[src/rtl/instr_queue.sv]
// rtl/instr_queue.sv - byte-serial instruction assembler feeding a FWFT FIFO
//
// Purpose:
//   Assembles 16-bit instructions from a byte stream (high byte first) and
//   queues them in a 2**ADDR_W entry first-word-fall-through FIFO, issued to
//   the compute unit over a valid/ready handshake.
//
// Ports:
//   clk, rst_n        - clock (rising edge), asynchronous active-low reset
//   ena               - global enable; when low all state holds
//   byte_in, byte_wr  - instruction byte and its strobe
//   flush             - synchronous clear of FIFO, assembler and flags
//   instr_out         - head-of-queue instruction (0 when empty)
//   instr_valid       - instr_out valid (!empty && ena)
//   instr_ready       - consumer accepts instr_out this cycle
//   count/full/empty  - occupancy, 0..DEPTH
//   overflow          - sticky: an instruction was dropped on a full FIFO
//   illegal_cnt       - saturating count of filtered illegal opcodes
//
// Build option:
//   ILLEGAL_OP_FILTER_EN - when defined, instructions with opcode [15:12] >= 8
//   are dropped and counted in illegal_cnt; otherwise illegal_cnt is 0.

module instr_queue #(
  parameter int ADDR_W = 3
) (
  input  logic              clk,
  input  logic              rst_n,
  input  logic              ena,
  input  logic [7:0]        byte_in,
  input  logic              byte_wr,
  input  logic              flush,
  output logic [15:0]       instr_out,
  output logic              instr_valid,
  input  logic              instr_ready,
  output logic [ADDR_W:0]   count,
  output logic              full,
  output logic              empty,
  output logic              overflow,
  output logic [7:0]        illegal_cnt
);

  localparam int              LP_DEPTH_I = 2 ** ADDR_W;
  localparam logic [ADDR_W:0] LP_DEPTH   = {1'b1, {ADDR_W{1'b0}}};

  typedef enum logic {
    HI_WAIT = 1'b0,
    LO_WAIT = 1'b1
  } state_t;

  state_t              r_state;
  state_t              w_state_nxt;
  logic [7:0]          r_hi;
  logic [15:0]         r_mem [LP_DEPTH_I];
  logic [ADDR_W-1:0]   r_wptr;
  logic [ADDR_W-1:0]   r_rptr;
  logic [ADDR_W:0]     r_count;
  logic                r_overflow;

  logic                w_flush;
  logic                w_wr;
  logic                w_pop;
  logic [15:0]         w_word;
  logic                w_asm_done;
  logic                w_illegal;
  logic                w_push_req;
  logic                w_push;
  logic                w_drop;

  // Flush outranks everything, so a byte or pop on the flush edge is ignored.
  assign w_flush    = ena && flush;
  assign w_wr       = ena && byte_wr && !flush;
  assign w_pop      = instr_valid && instr_ready && !flush;
  assign w_word     = {r_hi, byte_in};
  assign w_asm_done = w_wr && (r_state == LO_WAIT);
  assign w_push_req = w_asm_done && !w_illegal;
  // A full FIFO still accepts a push when the head leaves on the same edge.
  assign w_push     = w_push_req && (!full || w_pop);
  assign w_drop     = w_push_req && full && !w_pop;

  // Assembler next-state
  always_comb begin
    w_state_nxt = r_state;
    if (w_wr) begin
      case (r_state)
        HI_WAIT: w_state_nxt = LO_WAIT;
        LO_WAIT: w_state_nxt = HI_WAIT;
        default: w_state_nxt = HI_WAIT;
      endcase
    end
  end

  always_ff @(posedge clk or negedge rst_n) begin
    if (!rst_n) begin
      r_state <= HI_WAIT;
      r_hi    <= 8'h00;
    end else if (w_flush) begin
      r_state <= HI_WAIT;
      r_hi    <= 8'h00;
    end else begin
      r_state <= w_state_nxt;
      if (w_wr && (r_state == HI_WAIT)) begin
        r_hi <= byte_in;
      end
    end
  end

  // Storage is not reset; it is only visible through instr_out when non-empty.
  always_ff @(posedge clk) begin
    if (w_push) begin
      r_mem[r_wptr] <= w_word;
    end
  end

  always_ff @(posedge clk or negedge rst_n) begin
    if (!rst_n) begin
      r_wptr     <= '0;
      r_rptr     <= '0;
      r_count    <= '0;
      r_overflow <= 1'b0;
    end else if (w_flush) begin
      r_wptr     <= '0;
      r_rptr     <= '0;
      r_count    <= '0;
      r_overflow <= 1'b0;
    end else begin
      if (w_push) begin
        r_wptr <= r_wptr + 1'b1;
      end
      if (w_pop) begin
        r_rptr <= r_rptr + 1'b1;
      end
      case ({w_push, w_pop})
        2'b10:   r_count <= r_count + 1'b1;
        2'b01:   r_count <= r_count - 1'b1;
        default: r_count <= r_count;
      endcase
      if (w_drop) begin
        r_overflow <= 1'b1;
      end
    end
  end

`ifdef ILLEGAL_OP_FILTER_EN
  logic [7:0] r_illegal_cnt;

  // Opcode >= 4'b1000 is exactly "bit 15 set".
  assign w_illegal = w_word[15];

  always_ff @(posedge clk or negedge rst_n) begin
    if (!rst_n) begin
      r_illegal_cnt <= 8'h00;
    end else if (w_flush) begin
      r_illegal_cnt <= 8'h00;
    end else if (w_asm_done && w_illegal && (r_illegal_cnt != 8'hFF)) begin
      r_illegal_cnt <= r_illegal_cnt + 8'h01;
    end
  end

  assign illegal_cnt = r_illegal_cnt;
`else
  assign w_illegal   = 1'b0;
  assign illegal_cnt = 8'h00;
`endif

  assign count       = r_count;
  assign empty       = (r_count == '0);
  assign full        = (r_count == LP_DEPTH);
  assign overflow    = r_overflow;
  assign instr_valid = !empty && ena;
  assign instr_out   = empty ? 16'h0000 : r_mem[r_rptr];

endmodule

[config.mk]
export PLATFORM = sky130hd
export DESIGN_NAME = instr_queue
export DESIGN_NICKNAME = d
export VERILOG_FILES = /design/src/rtl/instr_queue.sv
export SDC_FILE = /design/constraint.sdc
export NUM_CORES = 1
export LEC_CHECK = 0
export CAP_MARGIN = 20
export CORE_MARGIN = 2
export CORE_UTILIZATION = 30
export DETAILED_ROUTE_END_ITERATION = 7
export PLACE_DENSITY_LB_ADDON = 0.15
export SETUP_SLACK_MARGIN = 0.02
export SYNTH_ARGS = -nofsm -noshare
export SYNTH_HDL_FRONTEND = slang
export SYNTH_SLANG_ARGS = --single-unit
[constraint.sdc]
create_clock -name clk -period 2.6 [get_ports clk]
set_input_delay 0.65 -clock clk [delete_from_list [all_inputs] [get_ports clk]]
set_output_delay 0.65 -clock clk [all_outputs]
set_load 0.03 [all_outputs]
Word level (Yosys, flattened, before mapping)

Memories as Yosys holds them, arrays and structs flattened.
Cells that the tools add are included.

Output and inout port bits: 32
Logic and storage cells: 54
Bits in writable memories: 128
Memories: 1
Register bits after elaboration: 20

Memories:

| name  | depth | width | read ports | clocked after memory_dff | wr ports | RTL line | RTL |
|---|---|---|---|---|---|---|---|
| r_mem | 8     | 16    | 1          | 0                        | 1        | 54       | `logic [15:0] r_mem [LP_DEPTH_I];` |

Equality and inequality tests: 3
Mux-type cells: 16
Reduce and logical (&&, ||, !) cells: 23
Add/sub/neg operators: 4
Bitwise operators: 1

Operators with widths:

| operator                                         | count |
|---|---|
| 2-to-1 mux 16 bit                                | 1 |
| 2-to-1 mux 8 bit                                 | 2 |
| 2-to-1 mux 3 bit                                 | 4 |
| logical AND 1 bit                                | 11 |
| nonzero test 2 bit                               | 5 |
| case mux 4 bit (2 select lines)                  | 1 |
| adder 3 x 1 -> 3 bit, second input constant      | 2 |
| 2-to-1 mux 1 bit                                 | 6 |
| adder 4 x 1 -> 4 bit, second input constant      | 1 |
| == test 4 bit, second input constant             | 1 |
| logical NOT 1 bit                                | 4 |
| logical NOT 4 bit                                | 1 |
| 2-to-1 mux 4 bit                                 | 1 |
| subtractor 4 x 1 -> 4 bit, second input constant | 1 |
| nonzero test 3 bit                               | 1 |
| == test 2 x 1 -> 1 bit, second input constant    | 1 |
| == test 2 bit, second input constant             | 1 |
| case mux 1 bit (2 select lines)                  | 1 |
| logical OR 1 bit                                 | 1 |
| inverter 1 bit                                   | 1 |

Logic depth before layout (Yosys ltp)

Gate-level depths: netlist (run 1).

Depth in word-level cells: 10
Depth in mapped cells: 10
Depth with buffers taken out: 9

Least setup slack after synthesis (run 1)

Ideal clock, no wire load.

Path type: input port to flip-flop
From: in ena
To: mem r_mem[0][0], enable pin
Stages on the path: 5
Path slack: -284 ps
Buffers on the path: 1
Arrival: 2,475 ps
Cells stage by stage: buf_2 > and4b_1 > o21a_1 > nand2b_1 > nor3_1

Longest elaborated chain between the ends: 7
Elaborated cells on any way between the ends: 10
Those cells by class: 2 x mux; 8 x reduce/logical

RTL lines:

| element                                    | RTL line | RTL |
|---|---|---|
| start, declared                            | 29       | `input logic ena,` |
| logical AND 1 bit                          | 170      | `assign instr_valid = !empty && ena;` |
| logical AND 1 bit (2 in a row)             | 73       | `assign w_pop = instr_valid && instr_ready && !flush;` |
| logical OR 1 bit                           | 78       | `assign w_push = w_push_req && (!full \|\| w_pop);` |
| logical AND 1 bit (*)                      | 78       |  |
| 2-to-1 mux 1 bit (*)                       | 110      | `if (w_push) begin` |
| 2-to-1 mux 1 bit (not written as such) (*) | 111      | `r_mem[r_wptr] <= w_word;` |
| end, declared                              | 54       |  |

Mark *: on every way between the ends. The rest lies on a longest branch, timed or not.

Worst setup path after layout (run 1)

From: reg r_rptr[0]
To: out instr_out[15]

Longest elaborated chain between the ends: 2

RTL lines:

| element                | RTL line | RTL |
|---|---|---|
| start, declared        | 56       | `logic [ADDR_W-1:0] r_rptr;` |
| start signal, assigned | 131      | `r_rptr <= r_rptr + 1'b1;` |
| memory (8 x 16 bit)    | -        |  |
| 2-to-1 mux 16 bit      | 171      | `assign instr_out = empty ? 16'h0000 : r_mem[r_rptr];` |
| end, declared          | 33       | `output logic [15:0] instr_out,` |

Every way passes these cells.

==> qor.csv, run 1 <==
stage,metric,value,unit
synthesis,yosys.area_share.simple,5.86,%
global_route,grt_max_degree,21,
routing,drtIter0Drc,225,
synthesis,ys_seq_elements,148,
synthesis,yosys.cell_types.count,41,
timing,drv_slew,0,
timing,fin_crit_sh,103,%
setup_path,critPathArrivalTime,2020,ps
synthesis,yosysSeqAreaShare,72.1,%
timing,tns,-402,ps
routing,drc_errors,0,
clocking,clk_latency,420,ps
timing,period_needed,2670,ps
power,p_leak,0.00269,µW
floorplanning,top_level_ports,46,
power,p_seq_share,37.7,%
power,p_clk_share,30.0,%
clocking,clock_path_buffers,2,
setup_path,cp_cell_sequence,"buf_12, buf_12, mux4_2, mux2i_2, nor2_1, buf_4",
clocking,cts_root_buf,clkbuf_16,
synthesis,synth_top_family_by_area,multiplexers,
routing,viasPerCell,4.56,
global_route,grt_overflow,0,
power,power,7230,µW
timing,skew,6.58,ps
synthesis,async_flop_share,13.5,%
setup_path,required,1950,ps
timing,report.final.hold_viol_count,0,
synthesis,synthMuxAreaShare,14.8,%
place,placed_cell_area,7030,µm²
status,violations,negative setup slack,
final_layout,fill_cells,1826,
floorplanning,die_h,146,µm
power,internal-power,5110,µW
synthesis,syn_area_per_cell,17.8,µm²
place,place.gp.congestion,0.756,
floorplanning,row_count,51,
routing,wl_per_cell,18.7,µm
routing,num_vias,3223,
setup_path,crit_slowest_cell,mux4_2,
timing,setup_slack,-74.0,ps
clocking,cts_buffers,17,
final_layout,area_delta_synth_final,28.3,%
global_route,first_global_vias,3460,
setup_path,critPathKind,reg -> out,
setup_path,worstPathMaxFanout,7,
clocking,clkSlewWorstSetupHoldPaths,60,ps
flow_run,cap_violations,0,
synthesis,synth-main-ff-cell,edfxtp_1,
power,p_sw_share,29.3,%
final_layout,drive_gt1_share,32.1,%
global_route,grt_pass1_wl,20.8,mm
global_route,track_usage,13.3,%
routing,routed_wl,13.2,mm
status,status,"finished, violations left",
global_route,antenna_found_initial,0,
power,peakVddDrop,0.000477,V
setup_path,startpoint_type,flop,
final_layout,final_common_cell,edfxtp_1,
timing,setup_viol,12,
final_layout,design_area,7720,µm²
setup_path,cpPeakStageDelay,500,ps
timing,rsz0062_at_grt,yes,
floorplanning,die-area,21200,µm²
routing,first_pass_iters,4,
setup_path,crit_path_frequent_cell,buf_12,
synthesis,synth-edff-count,128,
power,p_comb_share,32.2,%
synthesis,yosys.area_share.adder,1.16,%
place,portBuffers,37,
floorplanning,die_w,146,µm
power,pwr_density_cell,936,nW/µm²
setup_path,end_kind,primary output,
synthesis,synthesis.area,6020,µm²
clocking,cts_tree,yes,
synthesis,synth_compound_area_share,3.08,%
floorplanning,initial_utilization,30.7,%
routing,drtAntennaViolNets,0,
synthesis,yosysWarnings,0,
hold_path,hp-class,reg -> reg,
floorplanning,core-area,19600,µm²
final_layout,antennaDiodeCount,0,
clocking,cts_hold_buf,0,
power,switching_power,2120,µW
place,hpwlAfterDp,8.16,mm
synthesis,synth-xor-area-share,0.436,%
clocking,htreeDepth,4,
final_layout,layout_common_cells,"edfxtp_1, buf_4, mux4_2, nor2_1, nand2_1",
final_layout,fin_nets,448,
timing,fmax,0.374,GHz
synthesis,synth_cells,338,
clocking,cts.sinks,148,
-- layout make-up --
cell class,instances,area [µm²],area share (%)
clock buffers,26,489,6.33
clock inverters,6,31.3,0.405
inverters,5,18.8,0.243
multi-input cells,168,1580,20.4
flip-flops and latches,148,4350,56.3
well taps,265,332,4.29
repair buffers,89,926,12.0
-- state kept, by name (all words and copies together), names as in the netlist --
name and count:
r_rptr 3, r_state 1, r_wptr 3, r_hi 8, overflow 1, r_mem 128
count 4
-- critical path: cells and delay by family, from the launching register on --
family,cells,cell delay (ps)
simple gates,1,70
mux,2,690
flops,1,390
buf+inv,3,450
-- kinds of logic (layout without fill, tap and decap cells) --
logic type	Yosys count	after routing
flip-flops	148	148
AND/OR/NAND/NOR	77	77
XOR/XNOR	3	3
multiplexers	49	49
AO/OA/AOI/OAI	26	26
adder cells (fa/ha/maj)	5	5
buffers and inverters	29	126
other	1	8
-- power groups by stage --
stage / clock network [µW] / logic (µW) / registers (µW)
final: 2170 / 2330 / 2730
after global routing: 2330 / 2490 / 2740
after CTS: 2230 / 2350 / 2730
after detailed placement: 0 / 2080 / 2800
after global placement: 0 / 2080 / 2810
after floorplan: 0 / 1220 / 2790
-- per-layer routing --
layer  track usage, %  vias to the layer above  wire (µm)
met5                0                        -          0
met4             4.85                        0        148
met3             3.01                       13        411
met2             21.6                       63       6520
met1             17.5                     1666       6130
li1                 -                     1481          -
-- metrics by stage --
step	utilization (%)	worst slack (ps)	hold slack [ps]	std cells
6_report	39.4	-74.0	512	707
5_1_grt	39.4	-159	564	707
4_1_cts	39.3	-98.6	527	704
3_5_place_dp	35.9	-211	495	664
3_3_place_gp	35.9	-118	501	664
2_1_floorplan	-	76.1	354	345
-- synth_stat cells (all sizes together) (2+ instances only) --
cell type	instances	area (µm²)
o311ai	2	17.5
ha	4	50.1
mux2i	17	170
dfrtp	20	500
edfxtp	128	3840
nand2b	5	31.3
xor2	3	26.3
mux4	32	721
inv	4	15.0
o21ai	11	58.8
nor2	28	105
buf	17	104
a21oi	3	15.0
and2	2	12.5
nand2	26	97.6
nand3	7	35.0
o21a	2	15.0
clkbuf	7	26.3
and3	2	17.5
nor3	3	20.0
-- timing repair --
item / in CTS / in global routing
cloned: 2 / 0
setup endpoints to repair: 19 / 19
buffers inserted: 6 / 4
pin swaps: 2 / 3
gates resized for setup: 10 / 7
-- worst paths after layout --
kind	start	to	slack, ps	cells after the start
setup / recovery	r_rptr[0]	instr_out[15]	-70	6
hold reg to reg	overflow	overflow	510	2
hold / removal	overflow	overflow	510	2
min in group asynchronous	rst_n	count[0]	580	2
max in group asynchronous	rst_n	r_rptr[0]	1770	2
setup reg to reg	count[2]	count[3]	210	9
Power figures use the tool's default switching activity.
==> run 2: changes to the inputs <==
- GPL_ROUTABILITY_DRIVEN: default -> 0
==> results of run 2 <==
Same layout as run 1: the final DEF is identical, and so are final timing and power.
